--- src/rtl/ps_accumulator.sv ---
// Dot-product accumulator: sums signed product beats with saturation, adds a bias,
// then requantizes (shift, optional ReLU, clamp) and holds the result until it is taken.
//
// state | meaning
// ------+-----------------------------------------------------------
// ACC   | accepting product beats into acc
// BIAS  | one cycle: add the sampled bias to acc
// QUANT | one cycle: shift/ReLU/clamp acc into out_data
// HOLD  | result valid; wait for out_ready, then clear for next group
module ps_accumulator #(
    parameter int ACC_W = 24,
    parameter int SHIFT = 8,
    parameter int OUT_W = 8
) (
    input  logic             clk,
    input  logic             rst_n,
    input  logic             in_valid,
    output logic             in_ready,
    input  logic [15:0]      in_prod,
    input  logic             in_last,
    input  logic [15:0]      bias,
    input  logic             relu_en,
    output logic             out_valid,
    input  logic             out_ready,
    output logic [OUT_W-1:0] out_data,
    output logic [ACC_W-1:0] out_acc,
    output logic             ovf,
    output logic [7:0]       term_cnt
);

    typedef enum logic [1:0] {ACC, BIAS, QUANT, HOLD} state_t;

    localparam logic signed [ACC_W-1:0] ACC_MAX = {1'b0, {(ACC_W-1){1'b1}}};
    localparam logic signed [ACC_W-1:0] ACC_MIN = {1'b1, {(ACC_W-1){1'b0}}};
    localparam logic signed [ACC_W-1:0] Q_MAX   = ACC_W'((1 << (OUT_W-1)) - 1);
    localparam logic signed [ACC_W-1:0] Q_MIN   = ~Q_MAX;

    state_t                  state, state_nxt;
    logic signed [ACC_W-1:0] acc;
    logic [15:0]             bias_q;
    logic                    relu_q;
    logic                    accept;
    logic [15:0]             addend;
    logic [ACC_W:0]          sum;
    logic                    sum_ovf;
    logic signed [ACC_W-1:0] sum_sat;
    logic signed [ACC_W-1:0] q_shift;
    logic signed [ACC_W-1:0] q_relu;
    logic [OUT_W-1:0]        q_sat;

    assign in_ready  = (state == ACC);
    assign out_valid = (state == HOLD);
    assign out_acc   = acc;
    assign accept    = in_valid && in_ready;

    // One shared saturating adder: beats in ACC, the sampled bias in BIAS.
    assign addend  = (state == BIAS) ? bias_q : in_prod;
    assign sum     = {acc[ACC_W-1], acc} + {{(ACC_W-15){addend[15]}}, addend};
    assign sum_ovf = sum[ACC_W] ^ sum[ACC_W-1];
    assign sum_sat = sum_ovf ? (sum[ACC_W] ? ACC_MIN : ACC_MAX) : sum[ACC_W-1:0];

    assign q_shift = acc >>> SHIFT;
    assign q_relu  = (relu_q && q_shift[ACC_W-1]) ? '0 : q_shift;

    always_comb begin
        q_sat = q_relu[OUT_W-1:0];
        if (q_relu > Q_MAX)
            q_sat = Q_MAX[OUT_W-1:0];
        else if (q_relu < Q_MIN)
            q_sat = Q_MIN[OUT_W-1:0];
    end

    always_comb begin
        state_nxt = state;
        case (state)
            ACC:     if (accept && in_last) state_nxt = BIAS;
            BIAS:    state_nxt = QUANT;
            QUANT:   state_nxt = HOLD;
            HOLD:    if (out_ready) state_nxt = ACC;
            default: state_nxt = ACC;
        endcase
    end

    always_ff @(posedge clk or negedge rst_n) begin
        if (!rst_n)
            state <= ACC;
        else
            state <= state_nxt;
    end

    always_ff @(posedge clk or negedge rst_n) begin
        if (!rst_n) begin
            acc      <= '0;
            ovf      <= 1'b0;
            term_cnt <= '0;
            bias_q   <= '0;
            relu_q   <= 1'b0;
            out_data <= '0;
        end else begin
            case (state)
                ACC: begin
                    if (accept) begin
                        acc <= sum_sat;
                        ovf <= ovf | sum_ovf;
                        if (term_cnt != 8'hFF)
                            term_cnt <= term_cnt + 8'd1;
                        if (in_last) begin
                            bias_q <= bias;
                            relu_q <= relu_en;
                        end
                    end
                end
                BIAS: begin
                    acc <= sum_sat;
                    ovf <= ovf | sum_ovf;
                end
                QUANT: out_data <= q_sat;
                HOLD: begin
                    if (out_ready) begin
                        acc      <= '0;
                        ovf      <= 1'b0;
                        term_cnt <= '0;
                    end
                end
                default: ;
            endcase
        end
    end

endmodule

--- config.mk ---
export PLATFORM = sky130hd
export DESIGN_NAME = ps_accumulator
export DESIGN_NICKNAME = d
export VERILOG_FILES = /design/src/rtl/ps_accumulator.sv
export SDC_FILE = /design/constraint.sdc
export NUM_CORES = 1
export LEC_CHECK = 0
export BUFFER_PORTS_ARGS = -buffer_cell sky130_fd_sc_hd__buf_4
export CORE_UTILIZATION = 55
export DETAILED_ROUTE_END_ITERATION = 7
export PLACE_DENSITY_LB_ADDON = 0.25
export SLEW_MARGIN = 30
export SYNTH_ARGS = -nofsm -noshare
export SYNTH_HDL_FRONTEND = slang
export SYNTH_SLANG_ARGS = --single-unit
--- constraint.sdc ---
create_clock -name clk -period 4.4 [get_ports clk]
set_input_delay 0.88 -clock clk [delete_from_list [all_inputs] [get_ports clk]]
set_output_delay 0.88 -clock clk [all_outputs]
set_load 0.05 [all_outputs]
==> impl_metrics.py <==
metrics = {
    "status": {
        "status": "completed",
    },
    "floorplan": {
        "dieWidth_um": 89.42,
        "design.core.area_mm2": 0.007331,
        "die_h_um": 89.42,
        "start_util_pct": 57.33,
        "dieArea_mm2": 0.007995,
        "num_rows": 31,
        "io_pins": 81,
    },
    "setup_path": {
        "cp-start-kind": "flip-flop",
        "reg2regPathDepth": 14,
        "worstReg2RegStart": "state[1]",
        "crit_fanout": 16,
        "worst_ep_required_time_ns": 4.59,
        "crit_type": "reg2reg",
        "setup.worst_path.end_class": "flip-flop",
        "r2r_slack_ns": 0.37,
        "worstPathArrival_ns": 4.22,
        "r2r-end": "out_acc[11]",
    },
    "routing": {
        "wirelength_mm": 10.35,
        "via_count": 3593,
        "drc": 0,
        "drtIter0Drc": 172,
        "viasPerCell": 5.919,
        "avgRoutedWirePerCell_um": 17.05,
        "ant_nets": 0,
        "firstDrtPassIters": 5,
    },
    "synthesis": {
        "synth_area_leaders": "dfrtp_1 (36%), ha_1 (8.9%), mux2_2 (8.8%)",
        "synth_fp_nets": 499,
        "synth_warnings": 0,
        "yosysTopAreaCell": "dfrtp_1",
        "synth_cells": 430,
        "yosysTopAreaCellShare_pct": 35.72,
        "synth.distinct_cells": 57,
        "async_flop_share_pct": 100.0,
        "synth_edf_count": 0,
        "synth_area_mm2": 0.004203,
        "ys_seq_area_share_pct": 35.72,
        "avgSynthCellArea_um2": 9.774,
        "synthTopCellsByCount": "dfrtp_1 (60), nand2_1 (54), a21oi_1 (34)",
        "yosysMostFrequentCell": "dfrtp_1",
        "synth-main-ff-cell": "dfrtp_1",
        "synth-seq-cells": 60,
    },
    "sta": {
        "fmax_mhz": 248.1,
        "period_needed_ns": 4.031,
        "fin_crit_sh_pct": 91.61,
        "final_hold_viol_count": 0,
        "max_slew.worst_pin.slew_ns": 0.9072,
        "setup_viol": 0,
        "drv_slew": 0,
        "rsz0062_at_grt": "false",
        "slew_headroom_pct": 39.00,
        "final.setup.tns_ns": 0,
        "fin_skew_ns": 0.01142,
    },
    "layout": {
        "drive_gt1_share_pct": 32.48,
        "fin_util_pct": 68.70,
        "syn_to_final_growth_pct": 19.83,
        "final_area_mm2": 0.005036,
        "nets": 573,
        "antenna_cells": 0,
        "finalNonFillerCells": 607,
    },
    "global_route": {
        "antenna_found_initial": 0,
        "grt_use_total_pct": 27.31,
        "grt_remaining_overflow": 0,
        "grt_pass1_wl_mm": 16.32,
        "grt_max_degree": 61,
        "grt_pass1_vias": 3410,
    },
    "clocking": {
        "cts.sinks": 60,
        "cts_hold_repair.buffers": 0,
        "clock_latency_ns": 0.35,
        "clockBufferDepth": 2,
        "cts_root_buf": "clkbuf_8",
        "numCtsBuffers": 9,
        "cts_tree": "yes",
        "h-tree-depth": 3,
        "clk_pin_slew_ns": 0.07,
        "cts_setup_buffers": 0,
        "cts_resized": 0,
    },
    "run": {
        "max-cap-violations": 0,
    },
    "min_path": {
        "hold_class": "reg2reg",
        "hp-start": "bias_q[0]",
        "min_to": "bias_q[0]",
        "hold_depth": 1,
    },
    "placement": {
        "dp_cells": 592,
        "dp_hpwl_mm": 7.485,
        "gp_congestion": 0.9400,
        "dpl_cell_area_mm2": 0.004840,
        "port_buffers": 80,
    },
}
## worst max path at each step
stage / start / endpoint
final: state[1] / out_acc[11]
after global routing: state[1] / out_acc[9]
after CTS: state[1] / out_acc[2]
after detailed placement: in_prod[15] / out_acc[2]
after global placement: in_prod[15] / out_acc[8]
after floorplan: state[1] / out_acc[21]
## metal layers
layer	wire [um]	part of all wire (%)	global-route usage, %	vias to the layer above
li1	-	-	-	1726
met1	4450	43	34.24	1709
met2	4918	48	44.97	130
met3	647	6.3	6.741	28
met4	335	3.2	11.54	0
met5	0	0	0	-
## flip-flops by register name (all words and copies together), names as in the netlist
signal	count
state	2
out_acc	24
bias_q	16
out_data	8
relu_q	1
term_cnt	8
ovf	1
## cell families after synthesis
kind of cell    synth area share, %
xor+xnor                      4.138
compound gates                23.28
fa+ha+maj                     9.675
buf+inv                       3.989
mux                           9.318
simple gates                  13.87
flops                         35.72
## cell usage in the layout, fill, tap and decap left out, types with 3 or more instances in the layout
cell and n:
nor3_1 7, nand3_1 13, nor2_1 20, nand2_1 54, o211ai_1 3, buf_4 82, ha_1 30, a211oi_1 6
a21oi_1 34, inv_1 12, xnor2_1 10, mux2_2 33, dfrtp_1 60, and3_1 4, nand4_1 4, a21o_1 11
nand2b_1 5, clkbuf_8 10, xor2_1 8, o211ai_2 22, nor2b_1 5, clkbuf_1 3, a31oi_1 4, o21ai_0 24
## stage by stage
step / hold WS [ns] / setup WS [ns]
global placement: 0.4814 / 0.4044
detailed placement: 0.4937 / 0.2299
CTS: 0.5098 / 0.1701
finish: 0.5055 / 0.3694
global route: 0.5304 / 0.2024
floorplan: 0.4737 / 0.5976
## final cells by class
class,count,area [um2]
inverters,12,45.04
multi-input cells,338,2546
clock inverters,2,35.03
repair buffers,83,635.6
flip-flops and latches,60,1501
well taps,99,123.9
fillers,576,2295
clock buffers,13,148.9
## worst max-delay path, cell delays in order (launching register included)
cell,delay (ns)
dfrtp_1,0.40
inv_1,0.10
ha_1,0.15
buf_4,0.24
mux2_2,0.48
ha_1,0.51
nand4_2,0.18
or2_0,0.27
a2111o_1,0.41
nand4_2,0.13
a31oi_4,0.11
or2_1,0.27
nand3_2,0.29
buf_12,0.21
o211ai_2,0.10
Power is left out: the tool's default activity adds up to more than one toggle a clock period on the data nets, which glitch-free logic cannot reach.
